### src/rtl/ram_bridge_pkg.sv
// Shared definitions for the RAM request/response bridge: FSM state
// encodings, byte-enable constants and small decode helpers.
package ram_bridge_pkg;

    // Byte lane geometry of the 32-bit data path.
    localparam int NUM_LANES = 4;
    localparam int LANE_W    = 8;

    // FSM state encodings.
    localparam logic [1:0] IDLE   = 2'd0;
    localparam logic [1:0] ACCESS = 2'd1;
    localparam logic [1:0] RMW_RD = 2'd2;
    localparam logic [1:0] RMW_WR = 2'd3;

    // Byte-enable patterns that do not need a read-modify-write.
    localparam logic [3:0] BE_FULL = 4'hF;
    localparam logic [3:0] BE_NONE = 4'h0;

    // A write touching some but not all lanes must merge with the old word.
    function automatic logic is_partial_write(input logic we, input logic [3:0] be);
        return we & (be != BE_FULL) & (be != BE_NONE);
    endfunction

endpackage

### src/rtl/ram_byte_merge.sv
// Combinational byte-lane mux used by the read-modify-write path: each lane
// takes the new byte when its enable is set, otherwise keeps the old byte.
// be[3] selects bits 31:24, be[0] selects bits 7:0.
// Only instantiated when RAM_BRIDGE_BYTE_WRITE_EN is defined.
module ram_byte_merge
    import ram_bridge_pkg::*;
#(
    parameter int DATA_WIDTH = 32
) (
    input  logic [DATA_WIDTH-1:0] old_word,
    input  logic [DATA_WIDTH-1:0] new_word,
    input  logic [NUM_LANES-1:0]  be,
    output logic [DATA_WIDTH-1:0] merged_word
);

    // Select each byte lane from the new or the old word.
    always_comb begin
        merged_word = old_word;
        for (int i = 0; i < NUM_LANES; i++) begin
            if (be[i]) begin
                merged_word[LANE_W*i +: LANE_W] = new_word[LANE_W*i +: LANE_W];
            end else begin
                merged_word[LANE_W*i +: LANE_W] = old_word[LANE_W*i +: LANE_W];
            end
        end
    end

endmodule

### src/rtl/ram_bus_bridge.sv
// Request/response front-end for a single-port 512x32 RAM with one-cycle
// registered read. One request is in flight at a time; every request gets a
// one-cycle rsp_valid strobe, with read data taken straight from the RAM.
//
// Optional feature macro: RAM_BRIDGE_BYTE_WRITE_EN
//   defined   - partial byte-enable writes run as read-modify-write
//               (RMW_RD then RMW_WR), acknowledged one cycle later.
//   undefined - any write with a non-zero byte enable writes the full word.
// In both builds a write with all byte enables clear never pulses ram_we but
// is still acknowledged.
module ram_bus_bridge
    import ram_bridge_pkg::*;
#(
    parameter int ADDR_WIDTH = 9,
    parameter int DATA_WIDTH = 32
) (
    input  logic                  clk,
    input  logic                  reset,
    input  logic                  req_valid,
    output logic                  req_ready,
    input  logic                  req_we,
    input  logic [ADDR_WIDTH-1:0] req_addr,
    input  logic [3:0]            req_be,
    input  logic [DATA_WIDTH-1:0] req_wdata,
    output logic                  rsp_valid,
    output logic [DATA_WIDTH-1:0] rsp_rdata,
    output logic [ADDR_WIDTH-1:0] ram_addr,
    output logic                  ram_we,
    output logic [DATA_WIDTH-1:0] ram_din,
    input  logic [DATA_WIDTH-1:0] ram_dout
);

    // FSM state and the latched request.
    logic [1:0]            state_q,     state_d;
    logic                  we_q,        we_d;
    logic [3:0]            be_q,        be_d;
    logic [DATA_WIDTH-1:0] wdata_q,     wdata_d;
    logic [ADDR_WIDTH-1:0] addr_q,      addr_d;
    logic                  rsp_valid_q, rsp_valid_d;

    logic                  accept_s;

`ifdef RAM_BRIDGE_BYTE_WRITE_EN
    // Old word arrives from the RAM in RMW_WR, one cycle after the RMW_RD read.
    logic [DATA_WIDTH-1:0] merged_s;

    ram_byte_merge #(
        .DATA_WIDTH (DATA_WIDTH)
    ) u_byte_merge (
        .old_word    (ram_dout),
        .new_word    (wdata_q),
        .be          (be_q),
        .merged_word (merged_s)
    );
`endif

    // Ready only while idle, and never in a reset cycle so nothing is accepted
    // that the reset would immediately discard.
    always_comb begin
        req_ready = 1'b0;
        if (reset) begin
            req_ready = 1'b0;
        end else if (state_q == IDLE) begin
            req_ready = 1'b1;
        end else begin
            req_ready = 1'b0;
        end
    end

    assign accept_s = req_valid & req_ready;

    // Next-state logic: latch the request on transfer and sequence the RAM access.
    always_comb begin
        state_d     = state_q;
        we_d        = we_q;
        be_d        = be_q;
        wdata_d     = wdata_q;
        addr_d      = addr_q;
        rsp_valid_d = 1'b0;
        case (state_q)
            IDLE: begin
                if (accept_s) begin
                    we_d    = req_we;
                    be_d    = req_be;
                    wdata_d = req_wdata;
                    addr_d  = req_addr;
`ifdef RAM_BRIDGE_BYTE_WRITE_EN
                    if (is_partial_write(req_we, req_be)) begin
                        state_d = RMW_RD;
                    end else begin
                        state_d = ACCESS;
                    end
`else
                    state_d = ACCESS;
`endif
                end else begin
                    state_d = IDLE;
                end
            end
            ACCESS: begin
                state_d     = IDLE;
                rsp_valid_d = 1'b1;
            end
`ifdef RAM_BRIDGE_BYTE_WRITE_EN
            RMW_RD: begin
                state_d = RMW_WR;
            end
            RMW_WR: begin
                state_d     = IDLE;
                rsp_valid_d = 1'b1;
            end
`endif
            default: begin
                state_d = IDLE;
            end
        endcase
    end

    // RAM control: the write strobe is suppressed outright in a reset cycle so
    // an interrupted access cannot corrupt the target word.
    always_comb begin
        ram_we  = 1'b0;
        ram_din = {DATA_WIDTH{1'b0}};
        if (reset) begin
            ram_we  = 1'b0;
            ram_din = {DATA_WIDTH{1'b0}};
        end else begin
            case (state_q)
                ACCESS: begin
                    ram_we  = we_q & (be_q != BE_NONE);
                    ram_din = wdata_q;
                end
`ifdef RAM_BRIDGE_BYTE_WRITE_EN
                RMW_WR: begin
                    ram_we  = 1'b1;
                    ram_din = merged_s;
                end
`endif
                default: begin
                    ram_we  = 1'b0;
                    ram_din = {DATA_WIDTH{1'b0}};
                end
            endcase
        end
    end

    assign ram_addr  = addr_q;
    assign rsp_valid = rsp_valid_q;
    assign rsp_rdata = ram_dout;

    // State and request registers with synchronous reset; an in-flight
    // request is dropped without a response.
    always_ff @(posedge clk) begin
        if (reset) begin
            state_q     <= IDLE;
            we_q        <= 1'b0;
            be_q        <= BE_NONE;
            wdata_q     <= {DATA_WIDTH{1'b0}};
            addr_q      <= {ADDR_WIDTH{1'b0}};
            rsp_valid_q <= 1'b0;
        end else begin
            state_q     <= state_d;
            we_q        <= we_d;
            be_q        <= be_d;
            wdata_q     <= wdata_d;
            addr_q      <= addr_d;
            rsp_valid_q <= rsp_valid_d;
        end
    end

endmodule
### config.mk
export PLATFORM = sky130hd
export DESIGN_NAME = ram_bus_bridge
export DESIGN_NICKNAME = d
export VERILOG_FILES = /design/src/rtl/ram_bridge_pkg.sv /design/src/rtl/ram_byte_merge.sv /design/src/rtl/ram_bus_bridge.sv
export SDC_FILE = /design/constraint.sdc
export NUM_CORES = 1
export LEC_CHECK = 0
export CAP_MARGIN = 20
export CORE_UTILIZATION = 40
export CTS_BUF_LIST = sky130_fd_sc_hd__clkbuf_2
export DETAILED_ROUTE_END_ITERATION = 10
export DONT_BUFFER_PORTS = 1
export PLACE_DENSITY = 0.55
export SETUP_SLACK_MARGIN = 0.2
export SYNTH_ARGS = -nofsm -noshare
export SYNTH_HDL_FRONTEND = slang
export SYNTH_SLANG_ARGS = --single-unit
### constraint.sdc
create_clock -name clk -period 1.51 [get_ports clk]
set_input_delay 0.0755 -clock clk [delete_from_list [all_inputs] [get_ports clk]]
set_output_delay 0.0755 -clock clk [all_outputs]
set_load 0.03 [all_outputs]
**Yosys cells after proc, flatten, opt, wreduce, memory -nomap -nowiden**

Cells that the tools add are included.

- Flip-flop bits (word level): 49
- Input bits: 81
- Output and inout port bits: 76
- Logic and storage cells: 22

- Equality and inequality tests: 1
- Muxes and demuxes: 8
- Bitwise logic cells: 3
- Reduce and logical (&&, ||, !) cells: 4

Operators by type and width:

| operator | count |
|---|---|
| 32-bit 2-to-1 mux | 2 |
| 1-bit 2-to-1 mux | 6 |
| 4-bit nonzero test | 1 |
| 1-bit AND | 2 |
| 2-bit by 1-bit equality test with 1-bit output (second input constant) | 1 |
| 2-bit zero test | 1 |
| 2-bit AND reduction | 1 |
| 2-bit OR reduction | 1 |
| 1-bit inverter | 1 |

**Logic depth before layout (Yosys ltp)**

Gate-level depths: netlist (run 1).

- Word-level depth: 5
- Depth in mapped cells: 4
- Depth with buffers taken out: 2

**Least setup slack after synthesis (run 1)**

No wires, ideal clock.

- Kind: register to output
- Start: register be_q[0]
- End: output ram_we
- Arrival: 1,064 ps
- Required time: 1,434 ps
- Path slack: 370 ps
- Stages on the path, launching flop included: 3
- Cells stage by stage: dfxtp_1 -> or4_1 -> and3_1

- Cells in the longest elaborated chain, start to end: 4

Ends and longest elaborated chain:

| item | line | RTL |
|---|---|---|
| start: declaration | ram_bus_bridge.sv:36 | `logic [3:0] be_q, be_d;` |
| start signal: assignment | ram_bus_bridge.sv:157 | `be_q <= BE_NONE;` |
| start signal: assignment | ram_bus_bridge.sv:164 | `be_q <= be_d;` |
| 4-bit nonzero test | ram_bus_bridge.sv:130 | `ram_we = we_q & (be_q != BE_NONE);` |
| 1-bit AND | ram_bus_bridge.sv:130 |  |
| 1-bit 2-to-1 mux | ram_bus_bridge.sv:128 | `case (state_q)` |
| 1-bit 2-to-1 mux | ram_bus_bridge.sv:124 | `if (reset) begin` |
| end: declaration | ram_bus_bridge.sv:28 | `output logic ram_we,` |

Every way passes these cells.

**Worst setup path after layout (run 1)**

- Start: register be_q[3]
- End: output ram_we

The elaborated chain is that of the path after synthesis.

==> reports/results.tsv, run 1 <==
stage	metric	value	unit
power_and_ir_drop	total internal power	1680	uW
logic_synthesis	synthesized-area fraction occupied by and/or/nand/nor cells	12.0	%
floorplanning	Die Y	73.5	um
setup_path	type of destination of the critical path	output port	
route	violation count after the first detailed-routing iteration	71	
sta	setup slack of the critical path after layout	-0.145	ns
clocking	Root Buffer Master	sky130_fd_sc_hd__clkbuf_2	
sta	actual transition at the worst max-transition pin	0.772	ns
route	uppermost metal layer occupied by signal nets	met4	
place	gpl congestion	0.661	
route	post-detailed-routing wire length	5860	um
route	sum of met3 wire segment lengths after detailed routing	572	um
run_status	run status	finished with violations	
cells_and_area	flip-flop and latch area	963	sq um
logic_synthesis	Warnings, synthesis	0	
clocking	CTS Sinks	48	
route	vias per std cell	5.43	
floorplanning	initial core utilization	42.5	%
cells_and_area	Final Cell Area	2970	sq um
logic_synthesis	per-instance average area after synthesis	11.2	sq um
power_and_ir_drop	total power after layout	2300	uW
setup_path	required arrival time at the worst endpoint	1.43	ns
route	wire length on met1	2010	um
cells_and_area	Area growth, synth to finish	45.1	%
global_route	pin count of the biggest net entering global routing	47	
cells_and_area	share of post-route cells with drive strength above 1	39.1	%
clocking	# H-tree levels	2	
floorplanning	row cnt	25	
sta	post-route clock skew	0.00883	ns
setup_path	startpoint type of the worst setup path	register	
power_and_ir_drop	Net Sw Frac	27.2	%
cells_and_area	fin util	61.6	%
setup_path	master of the slowest instance on the critical path	sky130_fd_sc_hd__or4_1	
worst_hold_path	Tightest Hold Check Type	in2reg	
power_and_ir_drop	Leakage Power	0.00120	uW
sta	final-report hold violation count	0	
route	number of antenna-violating nets in the routed design	0	
power_and_ir_drop	fraction of power consumed by the clock network	21.3	%
sta	number of pins exceeding their max-slew limit in the final report	0	
clocking	clock transition at the registers of the reported paths	0.21	ns
power_and_ir_drop	power per unit of standard cell area	776	nW/um^2
setup_path	worst path cell trace	or4_1 -> and3_1 -> buf_6	
logic_synthesis	summed instance area of the synthesized netlist	2050	sq um
place	total of buffers placed on input and output ports	0	
logic_synthesis	area share of the largest cell type after synthesis	47.0	%
setup_path	Max stage delay on crit path	0.52	ns
logic_synthesis	post-synthesis instance total	182	
floorplanning	Die Wd	73.5	um
logic_synthesis	dominant combinational cell family by area after synthesis	compound AO/OA/AOI/OAI gates	
power_and_ir_drop	proportion of power drawn by flip-flops and latches	61.9	%
global_route	number of global-route vias before repair	1710	
logic_synthesis	distinct cell type count of the synthesized netlist	14	
global_route	all-layer global routing usage	21.9	%
cells_and_area	combined area of the multi-input logic cells	807	sq um
logic_synthesis	synthesized net count	263	
power_and_ir_drop	Worst IR Drop VDD	632	uV
route	detailed-route DRC error count	0	
logic_synthesis	post-synthesis xor/xnor area fraction	0	%
sta	RSZ-0062 raised after global routing	true	
sta	final setup violation count	33	
global_route	number of antenna violations at the first check in global routing	0	
logic_synthesis	leading area contributor after synthesis	sky130_fd_sc_hd__dfxtp_1	
logic_synthesis	top area cells in the synthesized netlist	sky130_fd_sc_hd__dfxtp_1 (47%), sky130_fd_sc_hd__a32o_1 (23%), sky130_fd_sc_hd__buf_4 (12%)	
run_status	failing checks	negative setup slack	
sta	Final min period	1.66	ns
cells_and_area	# fillers	403	
logic_synthesis	post-synthesis share of cell area spent on full adders, half adders and majority gates	0	%
route	routed length on met2	3160	um
floorplanning	core outline area	4820	sq um
route	Vias	1640	
power_and_ir_drop	combinational power share	16.8	%
place	placed cell area	2070	sq um
logic_synthesis	post-synthesis sequential element count	48	
floorplanning	die outline area	5400	sq um
setup_path	category of the most critical setup path	reg2out	
place	final HPWL from detailed placement	3440	um
cells_and_area	antenna cells	0	
route	wire length per cell	19.4	um
global_route	first-pass GRT wire length	8680	um
route	drt first pass iters	5	
setup_path	worst path bufs/invs	1	
logic_synthesis	share of the synthesized area in compound gates (AO/OA/AOI/OAI)	22.5	%
global_route	global-route congestion overflow total	0	
setup_path	delay-heaviest family, CP	simple AND/OR/NAND/NOR gates	
cells_and_area	number of nets in the layout	315	
sta	relative slew slack	48.4	%
setup_path	peak fanout along the critical path	2	
logic_synthesis	sequential-to-total area share from yosys stat	47.0	%
sta	peak clock frequency supported by timing	0.604	GHz
clocking	number of buffers on the longest clock path	2	
logic_synthesis	mux cell area share after synthesis	0	%
floorplanning	number of ports placed on the die boundary	157	
run	maxcap violations	0	
clocking	CTS tree	done	
setup_path	worst endpoint data arrival time	1.58	ns
sta	Period Utilization, post-route	110	%
clocking	number of buffers created by CTS	5	
clocking	clock insertion delay at the later pin of the skew report	0.41	ns
power_and_ir_drop	Psw	625	uW
## area by class of cell
cell class | count | share of cell area, %
inverters | 1 | 0.126
flip-flops and latches | 48 | 32.5
well taps | 67 | 2.82
multi-input cells | 84 | 27.2
repair buffers | 94 | 36.1
clock buffers | 5 | 0.843
clock inverters | 3 | 0.464
## layer usage
metal / global-route usage (%) / up-vias
li1: - / 749
met1: 22.8 / 775
met2: 40.4 / 103
met3: 7.82 / 13
met4: 7.26 / 0
met5: 0 / -
## worst reg2reg max path, cell delays in order (launching register included)
cell                       delay [ns]
sky130_fd_sc_hd__dfxtp_2         0.37
sky130_fd_sc_hd__buf_4           0.15
sky130_fd_sc_hd__nand2b_2        0.19
sky130_fd_sc_hd__buf_12          0.19
sky130_fd_sc_hd__a32o_1          0.31
## power groups by stage
stage / Combinational, uW / Clock (uW) / Sequential, uW
after global placement: 205 / 0 / 1440
after detailed placement: 219 / 0 / 1440
after global routing: 413 / 575 / 1440
after CTS: 382 / 509 / 1420
after floorplan: 346 / 0 / 1430
final: 387 / 490 / 1420
## final timing paths
check             start          end  cells past startpoint  slack, ns
max reg2reg  state_q[0]  ram_addr[0]                      4       0.24
max             be_q[3]       ram_we                      3      -0.15
min               reset    rsp_valid                      4       0.09
min reg2reg     be_q[0]      be_q[0]                      1       0.52
## timing repair
action | in CTS | in global routing
setup endpoints to repair | 34 | 46
endpoints found under the hold margin | 47 | 0
gates cloned | 3 | 0
setup buffers | 6 | 0
pin swaps | 34 | 0
hold buffers | 48 | 0
gates resized for setup | 77 | 3
## flip-flops by register name, indices dropped and copies added, names as in the netlist
| signal | flops |
|---|---|
| wdata_q | 32 |
| be_q | 4 |
| state_q | 1 |
| we_q | 1 |
| rsp_valid | 1 |
| ram_addr | 9 |
## cell usage after synthesis
cell,count
sky130_fd_sc_hd__dfxtp_1,48
sky130_fd_sc_hd__a32o_1,46
sky130_fd_sc_hd__buf_4,33
sky130_fd_sc_hd__and2_1,32
sky130_fd_sc_hd__buf_6,8
sky130_fd_sc_hd__buf_2,6
sky130_fd_sc_hd__clkbuf_1,2
sky130_fd_sc_hd__and3_1,1
sky130_fd_sc_hd__inv_2,1
sky130_fd_sc_hd__nand2b_1,1
sky130_fd_sc_hd__nor2_1,1
sky130_fd_sc_hd__nor2b_2,1
sky130_fd_sc_hd__nor3b_2,1
sky130_fd_sc_hd__or4_1,1
## cell families (layout without fill, tap and decap cells)
logic type | after synthesis | in the layout
compound gates | 46 | 46
simple gates | 38 | 38
buf+inv | 50 | 103
flops | 48 | 48
## metrics by stage
step	setup TNS, ns	setup slack, ns	hold WS (ns)	cells
finish	-1.69	-0.145	0.0942	302
global placement	0	0.272	0.151	237
global route	-5.70	-0.246	0.0304	302
floorplan	0	0.370	0.201	182
CTS	-2.40	-0.183	0.0606	302
detailed placement	0	0.246	0.151	237
## layout by cell type, fill, tap and decap left out, types with 3 or more instances in the layout
| cell type | count |
|---|---|
| sky130_fd_sc_hd__buf_16 | 3 |
| sky130_fd_sc_hd__clkbuf_2 | 5 |
| sky130_fd_sc_hd__buf_6 | 36 |
| sky130_fd_sc_hd__dfxtp_1 | 46 |
| sky130_fd_sc_hd__buf_4 | 3 |
| sky130_fd_sc_hd__a32o_1 | 46 |
| sky130_fd_sc_hd__buf_12 | 4 |
| sky130_fd_sc_hd__and2_4 | 32 |
| sky130_fd_sc_hd__dlygate4sd3_1 | 48 |
(Power assumes the default switching activity.)
==> run 2: changes to the inputs <==
--- a/config.mk
+++ b/config.mk
@@ -6,11 +6,11 @@
 export NUM_CORES = 1
 export LEC_CHECK = 0
 export CAP_MARGIN = 20
-export CORE_UTILIZATION = 40
+export CORE_UTILIZATION = 38
 export CTS_BUF_LIST = sky130_fd_sc_hd__clkbuf_2
 export DETAILED_ROUTE_END_ITERATION = 10
 export DONT_BUFFER_PORTS = 1
-export PLACE_DENSITY = 0.55
+export PLACE_DENSITY = 0.53
 export SETUP_SLACK_MARGIN = 0.2
 export SYNTH_ARGS = -nofsm -noshare
 export SYNTH_HDL_FRONTEND = slang
==> run 2 against run 1 <==
Compared with the run above:
- global-route usage decreased by 2.3 points
- largest cell class unchanged
- sequential share of layout area fell by 0.72 points
- via count grew 2.2%
- power rose by 8.5%
- register-to-register slack hardly changed
- critical path depth did not move
- final cell count grew 1.3%
- the flow still finishes with violations (negative setup slack)
- clock skew up 0.0027 ns
- maximum frequency grew 1.9%
==> reports/results.tsv, run 2 (same netlist as run 1, synthesis figures left out) <==
stage	metric	value	unit	change
run_status	run status	finished with violations		
run_status	failing checks	negative setup slack		
clocking	CTS tree	done		
setup_path	worst setup path start	be_q[3]		
setup_path	type of destination of the critical path	output port		
cells_and_area	max FFs per register	32		unchanged
global_route	all-layer global routing usage	19.6	%	-2.3 points
floorplanning	Die Y	75.4	um	+2.5%
clocking	number of buffers created by CTS	5		unchanged
setup_path	flop-to-flop setup slack	0.23	ns	about the same
global_route	grt met2 use	38.2	%	-2.2 points
clocking	# H-tree levels	2		unchanged
worst_hold_path	cell depth of the worst min-delay path	3		-1
route	violation count after the first detailed-routing iteration	55		-23%
power_and_ir_drop	combinational power share	16.3	%	-0.5 points
cells_and_area	top library cells by usage in the layout, fill and taps aside	sky130_fd_sc_hd__dlygate4sd3_1 (48), sky130_fd_sc_hd__a32o_1 (46), sky130_fd_sc_hd__dfxtp_1 (46)		
clocking	Root Buffer Master	sky130_fd_sc_hd__clkbuf_2		
route	number of antenna-violating nets in the routed design	0		unchanged
sta	final setup violation count	33		unchanged
route	post-detailed-routing wire length	6020	um	+2.6%
floorplanning	die outline area	5680	sq um	+5.1%
setup_path	launch instance of the worst register-to-register path	state_q[0]		
setup_path	Max stage delay on crit path	0.50	ns	-0.02 ns
place	total of buffers placed on input and output ports	0		unchanged
cells_and_area	share of post-route cells with drive strength above 1	39.8	%	+0.68 points
power_and_ir_drop	power per unit of standard cell area	820	nW/um^2	+5.8%
global_route	number of antenna violations at the first check in global routing	0		unchanged
route	wire length per cell	19.7	um	+1.3%
clocking	number of buffers on the longest clock path	2		unchanged
place	total placed cells including tap cells	241		+1.7%
setup_path	master of the slowest instance on the critical path	sky130_fd_sc_hd__or4_1		
power_and_ir_drop	Net Sw Frac	25.2	%	-2.0 points
setup_path	required arrival time at the worst endpoint	1.43	ns	about the same
global_route	first-pass GRT wire length	8050	um	-7.2%
sta	actual transition at the worst max-transition pin	0.439	ns	-0.333 ns
setup_path	peak fanout along the critical path	2		unchanged
sta	number of pins exceeding their max-slew limit in the final report	0		unchanged
place	gpl congestion	0.671		+1.4%
power_and_ir_drop	Psw	629	uW	+0.55%
power_and_ir_drop	fraction of power consumed by the clock network	26.7	%	+5.4 points
floorplanning	initial core utilization	39.8	%	-2.7 points
route	drt first pass iters	4		-1
cells_and_area	leading cell type in the layout, fill and taps excluded	sky130_fd_sc_hd__dlygate4sd3_1		
sta	final-report hold violation count	0		unchanged
global_route	met1 Track Usage GR	19.2	%	-3.6 points
global_route	Most Used Layer, Global Route	met2		
worst_hold_path	Tightest Hold Check Type	in2reg		
setup_path	worst path cell trace	or4_1 -> and3_1 -> buf_6		
cells_and_area	register with the most flip-flops	wdata_q		
sta	Period Utilization, post-route	108	%	-2.1 points
setup_path	delay-heaviest family, CP	simple AND/OR/NAND/NOR gates		
worst_hold_path	launch point of the worst hold path	req_valid		
run	maxcap violations	0		unchanged
global_route	global-route congestion overflow total	0		unchanged
route	vias per std cell	5.48		+0.86%
power_and_ir_drop	proportion of power drawn by flip-flops and latches	57.0	%	-4.9 points
setup_path	startpoint type of the worst setup path	register		
global_route	pin count of the biggest net entering global routing	47		unchanged
floorplanning	number of ports placed on the die boundary	157		unchanged
cells_and_area	number of nets in the layout	316		+0.32%
cells_and_area	post-route non-filler standard cell count	306		+1.3%
floorplanning	Die Wd	75.4	um	+2.5%
sta	peak clock frequency supported by timing	0.616	GHz	+1.9%
floorplanning	row cnt	26		+4.0%
global_route	met3 global-route usage	6.35	%	-1.5 points
clocking	clock transition at the registers of the reported paths	0.23	ns	+0.02 ns
setup_path	cells on worst reg2reg path	4		unchanged
sta	Final min period	1.62	ns	-0.0312 ns
setup_path	worst path bufs/invs	1		unchanged
power_and_ir_drop	Leakage Power	0.00123	uW	+2.8%
power_and_ir_drop	total internal power	1870	uW	+11%
cells_and_area	antenna cells	0		unchanged
power_and_ir_drop	Worst IR Drop VDD	594	uV	-6.1%
global_route	number of global-route vias before repair	1646		-3.7%
sta	relative slew slack	70.7	%	+22 points
cells_and_area	Area growth, synth to finish	48.7	%	
sta	RSZ-0062 raised after global routing	true		
route	detailed-route DRC error count	0		unchanged
route	Vias	1676		+2.2%
sta	setup slack of the critical path after layout	-0.114	ns	+0.0312 ns
worst_hold_path	worst-case hold path end point	wdata_q[24]		
setup_path	worst endpoint data arrival time	1.55	ns	-0.03 ns
floorplanning	core outline area	5140	sq um	+6.7%
clocking	clock insertion delay at the later pin of the skew report	0.39	ns	-0.02 ns
setup_path	category of the most critical setup path	reg2out		
setup_path	Reg2Reg Capture Point	ram_addr[2]		
place	final HPWL from detailed placement	3210	um	-6.5%
sta	post-route clock skew	0.0115	ns	+0.00268 ns
clocking	CTS Sinks	48		unchanged
sta	hold_ws	0.119	ns	+0.0245 ns
run 2: changes by cell type in the layout (fill, tap and decap cells not counted), sizes merged:
cell	before	now
bufinv	0	1
clkinv	3	1
clkbuf	5	8
buf	46	45
run 2: worst max-delay path by stage:
stage                              to  cells after the start
after floorplan                ram_we                      2
after global placement         ram_we                      3
after detailed placement  wdata_q[18]                      3
after CTS                      ram_we                      3
after global routing           ram_we                      3
final                          ram_we                      3
run 2: what timing repair did:
item,CTS,global route
endpoints found under the hold margin,48,1
hold buffers,47,1
cloned,3,2
gates resized for setup,67,17
pin swaps,18,7
buffers inserted,4,0
endpoints found under the setup margin,34,79
run 2: metrics by stage:
| step | setup slack, ns | util (%) | instance area (sq um) | total power, uW | setup TNS, ns |
|---|---|---|---|---|---|
| floorplan | 0.370 | - | 2050 | 1780 | 0 |
| global placement | 0.312 | 40.4 | 2080 | 1650 | 0 |
| detailed placement | 0.253 | 40.4 | 2080 | 1660 | 0 |
| CTS | -0.143 | 57.1 | 2930 | 2490 | -2.99 |
| global route | -0.214 | 59.2 | 3040 | 2610 | -4.75 |
| finish | -0.114 | 59.2 | 3040 | 2500 | -2.11 |
run 2: routing by layer:
layer,share of wire [%],vias to the layer above
met1,34,799
met4,2.0,0
li1,-,753
met2,55,107
met3,8.5,17
met5,0,-
run 2: final cells by class:
class | instances | area (sq um)
repair buffers | 95 | 1110
flip-flops and latches | 48 | 966
inverters | 1 | 3.75
well taps | 70 | 87.6
clock buffers | 6 | 30.0
clock inverters | 2 | 35.0
multi-input cells | 84 | 812
fillers | 459 | 2100
run 2: power by group through the flow:
stage               logic [uW]  registers (uW)  clock network [uW]
global placement           206            1440                   0
detailed placement         219            1440                   0
global route               434            1430                 740
finish                     407            1420                 666
floorplan                  346            1430                   0
CTS                        372            1420                 697
run 2: worst min-delay path: cells and delay by family:
| family | cells | cell delay [ns] |
|---|---|---|
| compound gates | 1 | 0.17 |
| simple gates | 1 | 0.08 |
| buf+inv | 1 | 0.18 |
==> run 3: changes to the inputs <==
--- a/config.mk
+++ b/config.mk
@@ -12,6 +12,7 @@
 export DONT_BUFFER_PORTS = 1
 export PLACE_DENSITY = 0.53
 export SETUP_SLACK_MARGIN = 0.2
+export SKIP_CTS_REPAIR_TIMING = 1
 export SYNTH_ARGS = -nofsm -noshare
 export SYNTH_HDL_FRONTEND = slang
 export SYNTH_SLANG_ARGS = --single-unit
==> run 3 against run 2 <==
Compared with the run above:
- the run still ends with negative setup slack left
- sequential power about the same
- clock skew down 0.0017 ns
- combinational power down 6.1%
==> reports/results.tsv, run 3 (same netlist as run 1, synthesis figures left out) <==
stage	metric	value	unit	change
floorplanning	die outline area	5680	sq um	unchanged
global_route	all-layer global routing usage	15.9	%	-3.7 points
setup_path	flop-to-flop setup slack	0.24	ns	about the same
clocking	# H-tree levels	2		unchanged
clocking	number of buffers created by CTS	5		unchanged
cells_and_area	top library cells by usage in the layout, fill and taps aside	sky130_fd_sc_hd__dlygate4sd3_1 (48), sky130_fd_sc_hd__a32o_1 (46), sky130_fd_sc_hd__dfxtp_1 (46)		
place	gpl congestion	0.671		unchanged
cells_and_area	leading cell type in the layout, fill and taps excluded	sky130_fd_sc_hd__dlygate4sd3_1		
power_and_ir_drop	total power after layout	2470	uW	-1.2%
cells_and_area	number of nets in the layout	312		-1.3%
cells_and_area	fin util	57.3	%	-1.9 points
place	placed cell area	2080	sq um	unchanged
route	wire length per cell	19.1	um	-2.7%
clocking	Root Buffer Master	sky130_fd_sc_hd__clkbuf_2		
run	maxcap violations	0		unchanged
place	final HPWL from detailed placement	3210	um	unchanged
worst_hold_path	Tightest Hold Check Type	in2reg		
floorplanning	Die Wd	75.4	um	unchanged
setup_path	type of destination of the critical path	output port		
sta	RSZ-0062 raised after global routing	true		
setup_path	peak fanout along the critical path	2		unchanged
floorplanning	row cnt	26		unchanged
clocking	CTS tree	done		
sta	actual transition at the worst max-transition pin	0.433	ns	-0.00599 ns
global_route	global-route congestion overflow total	0		unchanged
clocking	CTS Sinks	48		unchanged
cells_and_area	share of post-route cells with drive strength above 1	37.9	%	-1.9 points
clocking	number of buffers on the longest clock path	2		unchanged
clocking	clock insertion delay at the later pin of the skew report	0.39	ns	about the same
route	detailed-route DRC error count	0		unchanged
global_route	number of global-route vias before repair	1414		-14%
sta	Period Utilization, post-route	108	%	+0.58 points
sta	final-report hold violation count	0		unchanged
power_and_ir_drop	Leakage Power	0.00119	uW	-3.9%
setup_path	worst endpoint data arrival time	1.56	ns	about the same
route	violation count after the first detailed-routing iteration	41		-25%
setup_path	required arrival time at the worst endpoint	1.43	ns	about the same
cells_and_area	Area growth, synth to finish	43.9	%	
route	number of antenna-violating nets in the routed design	0		unchanged
worst_hold_path	cell depth of the worst min-delay path	3		unchanged
cells_and_area	antenna cells	0		unchanged
sta	final setup violation count	33		unchanged
place	total of buffers placed on input and output ports	0		unchanged
global_route	first-pass GRT wire length	6690	um	-17%
setup_path	startpoint type of the worst setup path	register		
cells_and_area	register with the most flip-flops	wdata_q		
sta	number of pins exceeding their max-slew limit in the final report	0		unchanged
cells_and_area	Final Cell Area	2940	sq um	-3.3%
sta	post-route clock skew	0.00984	ns	-0.00167 ns
setup_path	category of the most critical setup path	reg2out		
route	Vias	1657		-1.1%
power_and_ir_drop	power per unit of standard cell area	838	nW/um^2	+2.2%
sta	Final min period	1.63	ns	+0.00868 ns
cells_and_area	max FFs per register	32		unchanged
floorplanning	core outline area	5140	sq um	unchanged
floorplanning	Die Y	75.4	um	unchanged
power_and_ir_drop	Worst IR Drop VDD	585	uV	-1.5%
run_status	run status	finished with violations		
route	vias per std cell	5.49		+0.18%
clocking	clock transition at the registers of the reported paths	0.22	ns	about the same
sta	setup slack of the critical path after layout	-0.123	ns	-0.00868 ns
route	post-detailed-routing wire length	5780	um	-4.0%
floorplanning	number of ports placed on the die boundary	157		unchanged
setup_path	cells on worst reg2reg path	4		unchanged
run_status	failing checks	negative setup slack		
sta	relative slew slack	71.1	%	+0.40 points
route	drt first pass iters	4		unchanged
global_route	pin count of the biggest net entering global routing	47		unchanged
sta	peak clock frequency supported by timing	0.612	GHz	-0.53%
global_route	number of antenna violations at the first check in global routing	0		unchanged
floorplanning	initial core utilization	39.8	%	unchanged
-- run 3: cell types whose count changed in the layout (fill, tap and decap cells not counted) --
cell,delta
sky130_fd_sc_hd__and2_1,+3
sky130_fd_sc_hd__buf_16,-3
sky130_fd_sc_hd__and2_4,-3
sky130_fd_sc_hd__and3_1,-1
sky130_fd_sc_hd__buf_6,-2
sky130_fd_sc_hd__and3_4,+1
sky130_fd_sc_hd__buf_4,+1
-- run 3: final timing paths --
| check | from | to |
|---|---|---|
| hold reg to reg | be_q[3] | be_q[3] |
| setup reg to reg | state_q[0] | ram_addr[7] |
| hold / removal | req_valid | wdata_q[24] |
| setup / recovery | be_q[0] | ram_we |
-- run 3: final cells by class --
class | count | area (sq um)
sequential | 48 | 966
clock buffer | 6 | 30.0
fill | 449 | 2200
inverter | 1 | 3.75
timing repair buffer | 91 | 1010
multi-input combinational | 84 | 810
tap | 70 | 87.6
clock inverter | 2 | 35.0
-- run 3: worst max-delay path, stage by stage, from the launching register on --
cell                      delay [ns]
sky130_fd_sc_hd__dfxtp_2        0.37
sky130_fd_sc_hd__or4_1          0.51
sky130_fd_sc_hd__and3_4         0.16
sky130_fd_sc_hd__buf_6          0.13
-- run 3: stage by stage --
stage          setup slack, ns  cells  setup TNS, ns  hold slack, ns
3_5_place_dp             0.253    241              0           0.151
2_1_floorplan            0.370    182              0           0.201
5_1_grt                 -0.218    302          -4.31          0.0915
4_1_cts                 -0.197    249          -5.31          -0.252
3_3_place_gp             0.312    241              0           0.151
6_report                -0.123    302          -1.70           0.115
-- run 3: layer usage --
layer	share of wire, %	track usage, %
met1	34	15.2
met5	0	0
met4	1.9	6.17
met2	55	29.9
met3	9.5	6.75
-- run 3: power by group --
group | switching [uW] | total [uW] | internal [uW]
clock network | 377 | 662 | 285
registers | 75.2 | 1420 | 1350
logic | 165 | 382 | 217
